==> src/rtl/alu_cmd_sequencer_if.sv <==
// Purpose : command/result bundle between the operand sequencer and the ALU.
// Ports   : op_a/op_b/op_sel/cmd_valid flow sequencer->ALU; cmd_ready/alu_result flow back.
// Handshake: a command is accepted on a rising edge where cmd_valid & cmd_ready.
interface alu_cmd_sequencer_if;
  logic [3:0] op_a;
  logic [3:0] op_b;
  logic [2:0] op_sel;
  logic       cmd_valid;
  logic       cmd_ready;
  logic [3:0] alu_result;

  modport master (
    output op_a, op_b, op_sel, cmd_valid,
    input  cmd_ready, alu_result
  );

  modport slave (
    input  op_a, op_b, op_sel, cmd_valid,
    output cmd_ready, alu_result
  );
endinterface

==> src/rtl/alu_cmd_sequencer.sv <==
// Purpose : collects operand A, operand B and opcode from switches on debounced
//           "next" presses, issues the command to the ALU and holds the result.
// Latency : press pulse 2+DEBOUNCE_CYCLES cycles after raw rise; state moves one cycle later.
// Backpressure: ISSUE waits indefinitely for cmd_ready; operands stay frozen meanwhile.
// Ports   : clk, rst_n (async active-low), sw[3:0], btn_next, btn_clr (raw buttons),
//           alu (master modport: op_a/op_b/op_sel/cmd_valid out, cmd_ready/alu_result in),
//           result[3:0], result_valid, stage[2:0] (one-hot GET_A/GET_B/GET_OP indicator).
module alu_cmd_sequencer #(
  parameter int DEBOUNCE_CYCLES = 16
) (
  input  logic                        clk,
  input  logic                        rst_n,
  input  logic [3:0]                  sw,
  input  logic                        btn_next,
  input  logic                        btn_clr,
  alu_cmd_sequencer_if.master         alu,
  output logic [3:0]                  result,
  output logic                        result_valid,
  output logic [2:0]                  stage
);

  localparam logic [2:0] ST_GET_A  = 3'd0;
  localparam logic [2:0] ST_GET_B  = 3'd1;
  localparam logic [2:0] ST_GET_OP = 3'd2;
  localparam logic [2:0] ST_ISSUE  = 3'd3;
  localparam logic [2:0] ST_HOLD   = 3'd4;

  localparam logic [7:0] DB_LAST = 8'(DEBOUNCE_CYCLES - 1);

  // Button channels: bit 0 = next, bit 1 = clear.
  logic [1:0] raw;
  logic [1:0] sync1;
  logic [1:0] sync2;
  logic [1:0] deb;
  logic [1:0] deb_d;
  logic [1:0] pulse;
  logic [7:0] cnt [2];

  logic next_pulse;
  logic clr_pulse;

  logic [2:0] state;
  logic [3:0] op_a;
  logic [3:0] op_b;
  logic [2:0] op_sel;

  assign raw = {btn_clr, btn_next};

  always_ff @(posedge clk or negedge rst_n) begin
    if (!rst_n) begin
      sync1  <= '0;
      sync2  <= '0;
      deb    <= '0;
      deb_d  <= '0;
      pulse  <= '0;
      cnt[0] <= '0;
      cnt[1] <= '0;
    end else begin
      sync1 <= raw;
      sync2 <= sync1;
      deb_d <= deb;
      // Registered edge detect keeps the pulse exactly one cycle wide and
      // lands it 2+DEBOUNCE_CYCLES edges after the raw input is first seen.
      pulse <= deb & ~deb_d;
      for (int i = 0; i < 2; i++) begin
        if (sync2[i] == deb[i]) begin
          cnt[i] <= '0;
        end else if (cnt[i] == DB_LAST) begin
          cnt[i] <= '0;
          deb[i] <= sync2[i];
        end else begin
          cnt[i] <= cnt[i] + 8'd1;
        end
      end
    end
  end

  assign next_pulse = pulse[0];
  assign clr_pulse  = pulse[1];

  always_ff @(posedge clk or negedge rst_n) begin
    if (!rst_n) begin
      state        <= ST_GET_A;
      op_a         <= '0;
      op_b         <= '0;
      op_sel       <= '0;
      result       <= '0;
      result_valid <= 1'b0;
    end else if (clr_pulse) begin
      // Clear outranks both a simultaneous next press and a same-cycle acceptance.
      state        <= ST_GET_A;
      op_a         <= '0;
      op_b         <= '0;
      op_sel       <= '0;
      result       <= '0;
      result_valid <= 1'b0;
    end else begin
      case (state)
        ST_GET_A: if (next_pulse) begin
          op_a  <= sw;
          state <= ST_GET_B;
        end
        ST_GET_B: if (next_pulse) begin
          op_b  <= sw;
          state <= ST_GET_OP;
        end
        ST_GET_OP: if (next_pulse) begin
          op_sel <= sw[2:0];
          state  <= ST_ISSUE;
        end
        ST_ISSUE: if (alu.cmd_ready) begin
          result       <= alu.alu_result;
          result_valid <= 1'b1;
          state        <= ST_HOLD;
        end
        ST_HOLD: if (next_pulse) begin
          result_valid <= 1'b0;
          state        <= ST_GET_A;
        end
        default: state <= ST_GET_A;
      endcase
    end
  end

  // Decoded straight from the state register, so cmd_ready never reaches cmd_valid.
  assign alu.cmd_valid = (state == ST_ISSUE);
  assign alu.op_a      = op_a;
  assign alu.op_b      = op_b;
  assign alu.op_sel    = op_sel;

  always_comb begin
    stage = 3'b000;
    case (state)
      ST_GET_A:  stage = 3'b001;
      ST_GET_B:  stage = 3'b010;
      ST_GET_OP: stage = 3'b100;
      default:   stage = 3'b000;
    endcase
  end

endmodule

==> src/flat_wrapper.sv <==
// flat-port wrapper written by rule: the top's interface ports become plain ports
module alu_cmd_sequencer_flat 
#(
  parameter int DEBOUNCE_CYCLES = 16
)
  (clk, rst_n, sw, btn_next, btn_clr, result, result_valid, stage, alu_op_a, alu_op_b, alu_op_sel, alu_cmd_valid, alu_cmd_ready, alu_alu_result);
  alu_cmd_sequencer_if alu_i ();
  input  logic clk;
  input  logic rst_n;
  input  logic [3:0] sw;
  input  logic btn_next;
  input  logic btn_clr;
  output logic [3:0] result;
  output logic result_valid;
  output logic [2:0] stage;
  output wire logic [$bits(alu_i.op_a)-1:0] alu_op_a;
  output wire logic [$bits(alu_i.op_b)-1:0] alu_op_b;
  output wire logic [$bits(alu_i.op_sel)-1:0] alu_op_sel;
  output wire logic [$bits(alu_i.cmd_valid)-1:0] alu_cmd_valid;
  input wire logic [$bits(alu_i.cmd_ready)-1:0] alu_cmd_ready;
  input wire logic [$bits(alu_i.alu_result)-1:0] alu_alu_result;
  assign alu_op_a = alu_i.op_a;
  assign alu_op_b = alu_i.op_b;
  assign alu_op_sel = alu_i.op_sel;
  assign alu_cmd_valid = alu_i.cmd_valid;
  assign alu_i.cmd_ready = alu_cmd_ready;
  assign alu_i.alu_result = alu_alu_result;
  alu_cmd_sequencer #(.DEBOUNCE_CYCLES(DEBOUNCE_CYCLES)) u_core (.clk(clk), .rst_n(rst_n), .sw(sw), .btn_next(btn_next), .btn_clr(btn_clr), .alu(alu_i), .result(result), .result_valid(result_valid), .stage(stage));
endmodule
==> config.mk <==
export PLATFORM = sky130hd
export DESIGN_NAME = alu_cmd_sequencer_flat
export DESIGN_NICKNAME = d
export VERILOG_FILES = /design/src/rtl/alu_cmd_sequencer_if.sv /design/src/rtl/alu_cmd_sequencer.sv /design/src/flat_wrapper.sv
export SDC_FILE = /design/constraint.sdc
export NUM_CORES = 1
export LEC_CHECK = 0
export CAP_MARGIN = 20
export CORE_MARGIN = 2
export CORE_UTILIZATION = 25
export CTS_CLUSTER_DIAMETER = 100
export DETAILED_ROUTE_END_ITERATION = 7
export GPL_ROUTABILITY_DRIVEN = 0
export GPL_TIMING_DRIVEN = 0
export PLACE_DENSITY_LB_ADDON = 0.3
export SYNTH_ARGS = -nofsm -noshare
export SYNTH_HDL_FRONTEND = slang
export SYNTH_SLANG_ARGS = --single-unit
==> constraint.sdc <==
create_clock -name clk -period 1.8 [get_ports clk]
set_input_delay 0.36 -clock clk [delete_from_list [all_inputs] [get_ports clk]]
set_output_delay 0.36 -clock clk [all_outputs]
set_load 0.005 [all_outputs]
# ---- Word-level counts from Yosys, hierarchy flattened
# Cells that the tools add are included.
dict set report totals {
  output_inout_bits 20
  elab_cells 76
  input_bits 13
  register_bits 45
}
dict set report op_classes {
  addsub 2
  reduce_logical 16
  mux 27
  eq_ne 13
  bitwise_logic 4
}
# op count
set op_table {}
lappend op_table {{4-bit two-way mux} 8}
lappend op_table {{8-bit two-way mux} 4}
lappend op_table {{3-bit two-way mux} 9}
lappend op_table {{8-bit by 1-bit adder with 8-bit output (second input constant)} 2}
lappend op_table {{8-bit by 4-bit == test with 1-bit output (second input constant)} 2}
lappend op_table {{3-bit by 1-bit != test with 1-bit output (second input constant)} 5}
lappend op_table {{3-bit one-hot mux with 5 select lines} 1}
lappend op_table {{2-bit AND reduction} 6}
lappend op_table {{2-bit nonzero test} 6}
lappend op_table {{3-bit one-hot mux with 3 select lines} 1}
lappend op_table {{3-bit by 2-bit == test with 1-bit output (second input constant)} 2}
lappend op_table {{5-bit AND reduction} 1}
lappend op_table {{3-bit by 1-bit == test with 1-bit output (second input constant)} 1}
lappend op_table {{3-bit == test (second input constant)} 1}
lappend op_table {{3-bit logical NOT} 1}
lappend op_table {{1-bit two-way mux} 3}
lappend op_table {{3-bit AND reduction} 1}
lappend op_table {{3-bit nonzero test} 1}
lappend op_table {{2-bit bitwise AND} 1}
lappend op_table {{1-bit == test} 2}
lappend op_table {{1-bit inverter} 2}
lappend op_table {{2-bit inverter} 1}
lappend op_table {{1-bit one-hot mux with 2 select lines} 1}

# ---- Logic depth before layout (Yosys ltp)
# Gate-level depths: netlist of run 1.
dict set report depth {
  word_depth 3
  mapped_depth 4
}

# ---- Worst setup path after synthesis of run 1
# No wires, ideal clock.
dict set report synth_timing {
  path_kind {register to register}
  from {register u_core.cnt[14] in the netlist's numbering}
  to {register u_core.deb[0]}
  n_path_buf 0
  t_arrival_ps 1324
  setup_time_ps 127
  setup_slack_ps 348
  path_stages_with_launch 4
  path_cell_list {dfrtp_1 -> or4_4 -> nor2_2 -> mux2_1}
}
dict set report synth_between {
  elab_chain_cells 2
}
# item line_no
set synth_rtl {}
lappend synth_rtl {{from (decl)} alu_cmd_sequencer.sv:37} ;# logic [7:0] cnt [2];
lappend synth_rtl {{from (signal, indexed assignment)} alu_cmd_sequencer.sv:72} ;# cnt[i] <= cnt[i] + 8'd1;
lappend synth_rtl {{8-bit by 4-bit == test with 1-bit output} alu_cmd_sequencer.sv:68} ;# end else if (cnt[i] == DB_LAST) begin
lappend synth_rtl {{2-bit AND reduction (no line)} -}
lappend synth_rtl {{to (signal, indexed assignment)} alu_cmd_sequencer.sv:70} ;# deb[i] <= sync2[i];
lappend synth_rtl {{to (decl)} alu_cmd_sequencer.sv:34} ;# logic [1:0] deb;
# Every way passes these cells.
# A chain may end at the register's enable or synchronous reset.

# ---- Worst setup path after layout of run 1
dict set report layout_timing {
  from {register u_core.state[0]}
  to {output port stage[1]}
}
dict set report layout_between {
  elab_chain_cells 2
}
# item line_no
set layout_rtl {}
lappend layout_rtl {{from (decl)} alu_cmd_sequencer.sv:42} ;# logic [2:0] state;
lappend layout_rtl {{from (signal assigned)} alu_cmd_sequencer.sv:83} ;# state <= ST_GET_A;
lappend layout_rtl {{from (signal assigned)} alu_cmd_sequencer.sv:91} ;# state <= ST_GET_A;
lappend layout_rtl {{from (signal assigned)} alu_cmd_sequencer.sv:101} ;# state <= ST_GET_B;
lappend layout_rtl {{3-bit by 2-bit == test with 1-bit output (tied with other cells)} alu_cmd_sequencer.sv:133} ;# case (state)
lappend layout_rtl {{3-bit one-hot mux with 3 select lines (*)} alu_cmd_sequencer.sv:133}
lappend layout_rtl {{to (decl)} flat_wrapper.sv:15} ;# output logic [2:0] stage;
# Mark *: on every way between the ends. The rest lies on a longest branch, timed or not.

==> out/results.ini, run 1 <==
[logic_synthesis]
synth_top_area_share_pct=57.0
synth_nets=186
synth_edf_count=0
ys_seq_area_share_pct=57.0
dominantRegCellSynth=dfrtp_1
syn-cell-area_sq_mm=0.00198
synth.avg_cell_area_sq_um=11.6
yosys-top-cells-area=dfrtp_1 57%, mux2i_1 7.6%, nor2_1 4.0%
ys_ff_latch=45
ys_warn_count=0
yosysTopAreaCell=dfrtp_1
synth.distinct_cells=44
synth-async-reset-ratio_pct=100
postSynthCellCount=171

[cells_and_area]
post-route-util_pct=34.0
syn_to_final_growth_pct=32.2
final_cell_mix=44 x dfrtp_1, 27 x clkdlybuf4s50_1, 21 x nor2_1
final_layout_size_suffix_gt1_share_pct=14.4
n_antenna_cell=0
nets=230
final_common_cell=dfrtp_1
fillers=785

[sta]
hold_violations=0
fin_worst_skew_ps=8.14
drv_slew=0
hold_slack_ps=354
period_minus_slack_ps=1720
slew_headroom_pct=59.5
worst_pin_slew_ps=603
timing.final.crit_share_pct=95.4
setup_viol_count_final=0
max_freq_ghz=0.582

[pwr]
seq_power_share_pct=54.1
pwr_density_cell_mw_per_mm2=742
total_power_mw=1.94
comb_power_share_pct=5.4
switchingPower_uw=430
clockPowerShare_pct=40.5
ir_drop_mv=0.303
swShare_pct=22.2
power.internal_mw=1.51
power.leakage_nw=1.16

[route]
ant_nets=0
vias=1409
drt_iter0_drc=50
routed_via_density=4.43
dr.pass1.iters=3
wl_per_cell_um=12.0
drc=0
wirelength_um=3830

[clocking]
clk_pin_slew_ps=90
cts_inserted_buffers=5
tritoncts=built
cts_sinks=45
cts_max_path_buffers=2
clk_latency_ps=300
htree_levels=2
cts_root_buf=clkbuf_8

[floorplan]
rows=32
die_area_sq_mm=0.00863
start_util_pct=25.7
die_y_um=92.9
die_w_um=92.9
coreArea_sq_mm=0.00769
io_pins=33

[global_route]
grt_usage_pct=9.34
antenna_found_initial=0
grt_pass1_wl_um=6400
grt_max_degree=39
grt.overflow.total=0
grt_pass1_vias=1318

[worst_setup_path]
crit_path_start_kind=flop
cp.arrival_ps=1360
cp_max_fo=6
worstSetupPathType=reg -> out
end_kind=output port
crit_chain=buf_6 > clkinvlp_4 > nor3_2 > dlygate4sd2_1
worstPathRequired_ps=1440
slowest_stage=dfrtp_1
critPathMaxStageDelay_ps=370

[flow_run]
cap_violations=0

[run_status]
status=complete, no violations

[placed_design]
dp_hpwl_um=2570
io_buffers=32

[hold_path]
hold_path_class=reg -> reg

[cell families (layout without fill, tap and decap cells)]
family	after synthesis	count (layout)	share of synthesized area, %
xor gates and xnor gates	5	5	2.22
DFF	45	45	57.0
AOI/OAI and AO/OA	28	28	8.68
adders and majority gates	2	2	1.27
buffers and inverters	10	55	2.60
and+or+nand+nor	64	64	19.5
muxes	17	17	8.74
[state kept, by name, summed over array words and instances (netlist names)]
signal               cells
u_core.alu.op_b          4
u_core.deb               2
u_core.pulse             2
u_core.sync1             2
u_core.result_valid      1
u_core.deb_d             2
u_core.alu.op_sel        3
u_core.result            4
u_core.cnt              16
u_core.state             3
u_core.sync2             2
u_core.alu.op_a          4
[synthesized netlist by cell type, types with 2 or more instances]
cell type	number
a21oi_1	10
a31oi_1	3
and4bb_2	2
dfrtp_1	45
ha_1	2
inv_1	4
mux2i_1	15
nand2_1	5
nand3_1	6
nand4_1	3
nor2_1	21
nor2b_1	5
nor3_1	3
nor3b_1	2
o21ai_0	8
or3_1	6
xnor2_1	4
[worst max-delay path, delay by kind of cell (launching register included)]
| family | cells | cell delay (ps) |
|---|---|---|
| buffers and inverters | 3 | 510 |
| flip-flops | 1 | 370 |
| AND/OR/NAND/NOR | 1 | 170 |
[final cells by class]
cell class                      instances  area [sq um]  area share (%)
Sequential cell                        45          1130            43.2
Timing Repair Buffer                   38           375            14.4
Buffer                                  5          35.0            1.34
Multi-Input combinational cell        116           808            31.0
Inverter                                4          18.8           0.719
Clock buffer                            5          68.8            2.64
Tap cell                              102           128            4.89
Clock inverter                          3          50.0            1.92
[what timing repair did]
action	CTS	global route
gates resized for setup	6	3
pin swaps	0	0
buffers inserted	0	4
endpoints found under the hold margin	7	0
hold buffers	1	0
endpoints found under the setup margin	4	2
[path summary, 6_finish.rpt]
| path | from | endpoint | slack, ps | cells past startpoint |
|---|---|---|---|---|
| setup / recovery | u_core.state[0]$_DFFE_PN0P_ | stage[1] | 80 | 4 |
| max in group asynchronous | rst_n | u_core.state[1]$_DFFE_PN0P_ | 900 | 3 |
| hold / removal | u_core.sync1[0]$_DFF_PN0_ | u_core.sync2[0]$_DFF_PN0_ | 350 | 0 |
| setup reg to reg | u_core.cnt[12]$_DFF_PN0_ | u_core.deb[0]$_DFFE_PN0P_ | 260 | 3 |
| hold reg to reg | u_core.sync1[0]$_DFF_PN0_ | u_core.sync2[0]$_DFF_PN0_ | 350 | 0 |
| min in group asynchronous | rst_n | u_core.cnt[1]$_DFF_PN0_ | 440 | 2 |
[per-layer routing]
metal / vias to the layer above / track usage [%] / wire (um) / part of all wire [%]
li1: 699 / - / - / -
met1: 680 / 12.1 / 1820 / 47
met2: 26 / 14.6 / 1820 / 48
met3: 4 / 3.42 / 143 / 3.7
met4: 0 / 2.94 / 44 / 1.1
met5: - / 0 / 0 / 0
[power by group through the flow]
stage / logic (mW) / clock network, mW / registers [mW]
after CTS: 0.104 / 0.829 / 1.05
after global routing: 0.119 / 0.883 / 1.05
after detailed placement: 0.102 / 0 / 1.07
after global placement: 0.0976 / 0 / 1.07
final: 0.105 / 0.784 / 1.05
after floorplan: 0.0351 / 0 / 1.06
[through the flow]
step                      setup TNS [ps]  instance area [sq um]  worst slack (ps)  instances
final                                  0                   2610              83.2        318
after global routing               -12.9                   2610             -8.90        318
after CTS                              0                   2560              73.8        314
after detailed placement               0                   2440              34.6        306
after global placement            -43510                   2420              -969        305
after floorplan                        0                   1980               348        171
Power figures use the tool's default switching activity.
==> run 2: changes to the inputs <==
--- a/config.mk
+++ b/config.mk
@@ -5,7 +5,7 @@
 export SDC_FILE = /design/constraint.sdc
 export NUM_CORES = 1
 export LEC_CHECK = 0
-export CAP_MARGIN = 20
+export ABC_AREA = 1
 export CORE_MARGIN = 2
 export CORE_UTILIZATION = 25
 export CTS_CLUSTER_DIAMETER = 100
==> run 2 against run 1 <==
  * Synthesized cell count increased by 29%
  * Register-to-register slack improved by 140 ps
  * Highest routed layer unchanged
  * Largest power group unchanged
  * Synthesized area unchanged
  * Routed wire length down 4.3%
  * Sequential power hardly changed
  * Clock skew fell by 4.6 ps
  * Setup slack got worse by 16 ps
  * Core utilization is essentially flat
  * Sequential cell count did not move
==> out/results.ini, run 2 <==
[placed_design]
dp_hpwl_um=2660  ; was 2570 um
io_buffers=32  ; unchanged
place_area_sq_mm=0.00244  ; unchanged

[logic_synthesis]
synth-async-reset-ratio_pct=100  ; unchanged
ys_seq_area_share_pct=57.0  ; unchanged
dominantRegCellSynth=dfrtp_1  ; unchanged
postSynthCellCount=220  ; was 171
synth.most_common_cell=dfrtp_1  ; unchanged
yosysTopAreaCell=dfrtp_1  ; unchanged
synth_top_area_share_pct=57.0  ; unchanged
ys_warn_count=0  ; unchanged
yosys-top-cells-area=dfrtp_1 57%, nand2_1 7.0%, inv_1 6.3%  ; was dfrtp_1 57%, mux2i_1 7.6%, nor2_1 4.0%
synth.avg_cell_area_sq_um=8.98  ; was 11.6 sq um
ys_ff_latch=45  ; unchanged
synth_nets=235  ; was 186
synth_commonest_cells=45 x dfrtp_1, 37 x nand2_1, 33 x inv_1, 30 x nor2_1, 20 x nand3_1  ; was 45 x dfrtp_1, 21 x nor2_1, 15 x mux2i_1, 10 x a21oi_1, 8 x o21ai_0
synth.distinct_cells=23  ; was 44
synth_edf_count=0  ; unchanged
syn-cell-area_sq_mm=0.00198  ; unchanged

[pwr]
total_power_mw=1.76  ; was 1.94 mW
power.leakage_nw=1.26  ; was 1.16 nW
pwr_density_cell_mw_per_mm2=672  ; was 742 mW/mm^2
ir_drop_mv=0.226  ; was 0.303 mV

[route]
routed_via_density=4.02  ; was 4.43
wl_per_cell_um=9.85  ; was 12.0 um
drt_iter0_drc=62  ; was 50
vias=1497  ; was 1409
dr.pass1.iters=4  ; was 3
drc=0  ; unchanged
wirelength_um=3660  ; was 3830 um
ant_nets=0  ; unchanged

[clocking]
cts_root_buf=clkbuf_8  ; unchanged
cts_sinks=45  ; unchanged
tritoncts=built  ; unchanged
cts_max_path_buffers=2  ; unchanged
clk_pin_slew_ps=80  ; was 90 ps
htree_levels=2  ; unchanged
clk_latency_ps=290  ; was 300 ps
cts_inserted_buffers=5  ; unchanged

[worst_setup_path]
cp_max_fo=5  ; was 6
cp.arrival_ps=1370  ; was 1360 ps
worstPathRequired_ps=1440  ; about the same
crit_path_start_kind=flop  ; unchanged
r2r_cells=6  ; was 3
worstSetupPathType=reg -> out  ; unchanged
end_kind=output port  ; unchanged

[global_route]
grt.overflow.total=0  ; unchanged
grt_max_degree=35  ; was 39
grt_pass1_wl_um=6370  ; was 6400 um
grt_pass1_vias=1473  ; was 1318
antenna_found_initial=0  ; unchanged
grt_usage_pct=9.31  ; was 9.34%

[cells_and_area]
fin_area_sq_mm=0.00262  ; was 0.00261 sq mm
nets=285  ; was 230
post-route-util_pct=34.0  ; about the same
fillers=791  ; was 785
regMostFlops=u_core.cnt  ; unchanged
final_cell_mix=43 x dfrtp_1, 37 x nand2_1, 31 x inv_1  ; was 44 x dfrtp_1, 27 x clkdlybuf4s50_1, 21 x nor2_1
syn_to_final_growth_pct=32.4  ; was 32.2%
final_layout_size_suffix_gt1_share_pct=14.8  ; was 14.4%
n_antenna_cell=0  ; unchanged
largest_reg_flops=16  ; unchanged
final_common_cell=dfrtp_1  ; unchanged

[floorplan]
die_y_um=92.9  ; unchanged
rows=32  ; unchanged
coreArea_sq_mm=0.00769  ; unchanged
io_pins=33  ; unchanged
start_util_pct=25.7  ; unchanged
die_w_um=92.9  ; unchanged
die_area_sq_mm=0.00863  ; unchanged

[sta]
hold_slack_ps=352  ; was 354 ps
worst_pin_slew_ps=453  ; was 603 ps
setup_viol_count_final=0  ; unchanged
max_freq_ghz=0.577  ; was 0.582 GHz
drv_slew=0  ; unchanged
rsz0062_at_grt=no
fin_worst_skew_ps=3.55  ; was 8.14 ps
timing.final.crit_share_pct=96.3  ; was 95.4%
period_minus_slack_ps=1730  ; was 1720 ps
slew_headroom_pct=69.5  ; was 59.5%
hold_violations=0  ; unchanged

[flow_run]
cap_violations=0  ; unchanged

[run_status]
status=complete, no violations  ; unchanged

[hold_path]
hold_path_class=reg -> reg  ; unchanged
whs_path_depth=0  ; unchanged

## run 2: cell count changes after synthesis, moves of 5 or more
cell,before,now
nand2_1,5,37
nor2b_1,5,0
xor2_1,1,7
nor2_1,21,30
mux2i_1,15,0
nand2_2,0,5
or3_1,6,0
inv_1,4,33
nand3_1,6,20
a21oi_1,10,1
o21ai_0,8,17
## run 2: per-stage QoR
step	worst slack [ps]	setup TNS [ps]	instances
5_1_grt	5.83	0	372
4_1_cts	59.8	0	372
2_1_floorplan	586	0	220
3_5_place_dp	142	0	355
3_3_place_gp	-887	-39760	354
6_report	67.0	0	372
## run 2: layout make-up
| class | instances | area (sq um) | share of cell area (%) |
|---|---|---|---|
| Buffer | 2 | 10.0 | 0.383 |
| Clock buffer | 7 | 86.3 | 3.30 |
| Inverter | 35 | 131 | 5.02 |
| Multi-Input combinational cell | 138 | 723 | 27.7 |
| Sequential cell | 45 | 1130 | 43.2 |
| Tap cell | 102 | 128 | 4.88 |
| Timing Repair Buffer | 43 | 408 | 15.6 |
## run 2: kinds of logic after synthesis
kind of cell	count (synthesis)	synth area share [%]
AOI/OAI and AO/OA	22	6.40
adders and majority gates	2	1.27
DFF	45	57.0
xor gates and xnor gates	8	3.55
and+or+nand+nor	106	24.6
buffers and inverters	37	7.16
## run 2: timing repair
action | 4_1_cts | 5_1_grt
setup buffers | 9 | 0
setup endpoints to repair | 4 | 0
resized for setup | 11 | 0
hold buffers | 1 | 0
endpoints found under the hold margin | 11 | 0
## run 2: power breakdown
part / internal (mW) / switching, mW / total [mW] / leakage, nW
clock: 0.304 / 0.301 / 0.606 / 0.0443
combinational: 0.0544 / 0.0552 / 0.110 / 0.670
sequential: 1.03 / 0.0121 / 1.04 / 0.550
total: 1.39 / 0.369 / 1.76 / 1.26
## run 2: path summary, 6_finish.rpt
path	from	to	slack, ps
max	u_core.state[2]$_DFFE_PN0P_	stage[0]	70
min	u_core.sync1[1]$_DFF_PN0_	u_core.sync2[1]$_DFF_PN0_	350
max in group asynchronous	rst_n	u_core.state[0]$_DFFE_PN0P_	850
max reg2reg	u_core.cnt[0]$_DFF_PN0_	u_core.cnt[7]$_DFF_PN0_	400
min in group asynchronous	rst_n	u_core.alu.op_sel[0]$_DFFE_PN0P_	480
min reg2reg	u_core.sync1[1]$_DFF_PN0_	u_core.sync2[1]$_DFF_PN0_	350
## run 2: critical path, cell delays in order (launching register included)
cell           delay, ps
dfrtp_2              450
buf_4                150
buf_4                130
nor2_4               110
dlygate4sd2_1        240
## run 2: routing by layer
layer | vias to the layer above | GRT usage (%) | wire [um]
met2 | 32 | 14.9 | 1680
met3 | 9 | 3.09 | 194
met4 | 0 | 3.92 | 77
met1 | 666 | 11.5 | 1720
met5 | - | 0 | 0
li1 | 790 | - | -
==> run 3: changes to the inputs <==
--- a/config.mk
+++ b/config.mk
@@ -7,7 +7,7 @@
 export LEC_CHECK = 0
 export ABC_AREA = 1
 export CORE_MARGIN = 2
-export CORE_UTILIZATION = 25
+export CORE_UTILIZATION = 52
 export CTS_CLUSTER_DIAMETER = 100
 export DETAILED_ROUTE_END_ITERATION = 7
 export GPL_ROUTABILITY_DRIVEN = 0
==> run 3 against run 2 <==
  * Clock skew rose by 3.6 ps
  * Design area decreased by 0.81%
  * Maximum frequency shrank 2.0%
  * First-iteration DRC count grew 97%
  * Non-clock buffer count rose by 2
  * Sequential share of layout area increased by 0.35 points
  * Core utilization is 37 points higher
  * Clock power increased by 11%
  * Register-to-register slack hardly changed
  * Cell count down 14%
  * Via count rose by 4.8%
  * Setup slack got worse by 35 ps
  * Critical endpoint unchanged
  * Largest power group unchanged
  * Highest routed layer unchanged
==> out/results.ini, run 3 (synthesis results as in run 2) <==
[run_status]
status=complete, no violations  ; unchanged

[worst_setup_path]
end_kind=output port  ; unchanged
critical_path.top_delay_family=flip-flops  ; was buffers and inverters
worstPathRequired_ps=1440  ; about the same
cp_max_fo=4  ; was 5
worstSetupPathType=reg -> out  ; unchanged
crit_chain=buf_12 > inv_2 > nand2_2 > nor2_2 > clkdlybuf4s15_1  ; was buf_4 > buf_4 > nor2_4 > dlygate4sd2_1
crit_path_start_kind=flop  ; unchanged
cp.arrival_ps=1410  ; was 1370 ps
path_buf_inv=3  ; unchanged
slowest_stage=dfrtp_2  ; unchanged
cp.depth=5  ; was 4
r2r_cells=6  ; unchanged
critPathMaxStageDelay_ps=470  ; was 450 ps

[pwr]
ir_drop_mv=0.611  ; was 0.226 mV
power.leakage_nw=1.31  ; was 1.26 nW
pwr_density_cell_mw_per_mm2=701  ; was 672 mW/mm^2

[clocking]
cts_max_path_buffers=2  ; unchanged
cts_root_buf=clkbuf_8  ; unchanged
cts_sinks=45  ; unchanged
clk_latency_ps=290  ; about the same
clk_pin_slew_ps=80  ; about the same
cts_inserted_buffers=5  ; unchanged
tritoncts=built  ; unchanged
htree_levels=2  ; unchanged

[cells_and_area]
regMostFlops=u_core.cnt  ; unchanged
final_cells=321  ; was 372
seq_area_sq_mm=0.00113  ; unchanged
n_antenna_cell=0  ; unchanged
largest_reg_flops=16  ; unchanged
final_cell_mix=43 x dfrtp_1, 37 x nand2_1, 31 x inv_1  ; unchanged
multi_input_area_sq_um=718  ; was 723 sq um
nets=287  ; was 285
fillers=283  ; was 791
final_layout_size_suffix_gt1_share_pct=16.1  ; was 14.8%
syn_to_final_growth_pct=31.3  ; was 32.4%
final_common_cell=dfrtp_1  ; unchanged
fin_area_sq_mm=0.00259  ; was 0.00262 sq mm

[global_route]
grt_pass1_wl_um=6040  ; was 6370 um
grt_usage_pct=18.6  ; was 9.31%
grt_max_degree=34  ; was 35
grt.overflow.total=0  ; unchanged
antenna_found_initial=0  ; unchanged
grt_pass1_vias=1371  ; was 1473

[placed_design]
numPlacedInstances=301  ; was 355
dp_worst_setup_slack_ps=142  ; about the same
place_area_sq_mm=0.00237  ; was 0.00244 sq mm
io_buffers=32  ; unchanged
dp_hpwl_um=2440  ; was 2660 um

[route]
wl_per_cell_um=11.4  ; was 9.85 um
ant_nets=0  ; unchanged
routed_via_density=4.89  ; was 4.02
drc=0  ; unchanged
drt_iter0_drc=122  ; was 62
vias=1569  ; was 1497
wirelength_um=3650  ; was 3660 um
dr.pass1.iters=4  ; unchanged

[sta]
hold_violations=0  ; unchanged
slew_headroom_pct=69.7  ; was 69.5%
setup_ws_ps=32.0  ; was 67.0 ps
timing.final.crit_share_pct=98.2  ; was 96.3%
period_minus_slack_ps=1770  ; was 1730 ps
hold_slack_ps=352  ; about the same
setup_viol_count_final=0  ; unchanged
fin_tns_setup_ps=0  ; unchanged
max_freq_ghz=0.566  ; was 0.577 GHz
drv_slew=0  ; unchanged
fin_worst_skew_ps=7.11  ; was 3.55 ps
worst_pin_slew_ps=450  ; was 453 ps

[floorplan]
start_util_pct=54.0  ; was 25.7%
die_area_sq_mm=0.00431  ; was 0.00863 sq mm
die_y_um=65.6  ; was 92.9 um
rows=22  ; was 32
coreArea_sq_mm=0.00366  ; was 0.00769 sq mm
io_pins=33  ; unchanged
die_w_um=65.6  ; was 92.9 um

[hold_path]
whs_path_depth=0  ; unchanged
hold_path_class=reg -> reg  ; unchanged

[flow_run]
cap_violations=0  ; unchanged

[run 3: cell types whose count changed in the layout (fill, tap and decap cells not counted)]
cell,previous run,this run
buf_12,1,2
buf_4,9,10
clkbuf_1,1,0
clkbuf_8,6,7
clkdlybuf4s15_1,0,1
clkinv_2,0,1
dlygate4sd2_1,4,1
dlymetal6s2s_1,0,2
nor2_2,3,4
nor2_4,2,1
[run 3: area by class of cell]
type,count,area share [%]
inverters,35,5.07
plain buffers,2,0.386
multi-input cells,138,27.7
well taps,48,2.32
clock buffers,7,3.71
clock inverters,1,0.193
flip-flops and latches,45,43.5
repair buffers,45,17.1
[run 3: worst paths after layout]
path | startpoint | slack, ps | to
max | u_core.state[0]$_DFFE_PN0P_ | 30 | stage[0]
min | u_core.sync1[0]$_DFF_PN0_ | 350 | u_core.sync2[0]$_DFF_PN0_
max reg2reg | u_core.cnt[0]$_DFF_PN0_ | 400 | u_core.cnt[3]$_DFF_PN0_
min reg2reg | u_core.sync1[0]$_DFF_PN0_ | 350 | u_core.sync2[0]$_DFF_PN0_
max in group asynchronous | rst_n | 850 | u_core.state[0]$_DFFE_PN0P_
min in group asynchronous | rst_n | 480 | u_core.alu.op_b[1]$_DFFE_PN0P_
[run 3: through the flow]
step	utilization, %	total power [mW]
finish	70.8	1.82
global route	70.8	1.91
CTS	68.8	1.84
detailed placement	64.8	1.16
global placement	64.4	1.16
floorplan	-	1.10
[run 3: timing repair]
action | CTS | global route
resized for setup | 6 | 5
setup buffers | 5 | 6
endpoints found under the setup margin | 4 | 2
endpoints found under the hold margin | 12 | 0
hold buffers | 1 | 0
pin swaps | 1 | 3
[run 3: layer usage]
metal / part of all wire [%] / track usage [%] / up-vias
met5: 0 / 0 / -
met4: 1.6 / 8.33 / 0
met3: 4.2 / 4.97 / 5
met2: 49 / 29.7 / 37
met1: 45 / 23.6 / 728
li1: - / - / 799
[run 3: report_power, final]
part | switching, mW | internal, mW
sequential | 0.0121 | 1.03
clock | 0.323 | 0.347
combinational | 0.0547 | 0.0526
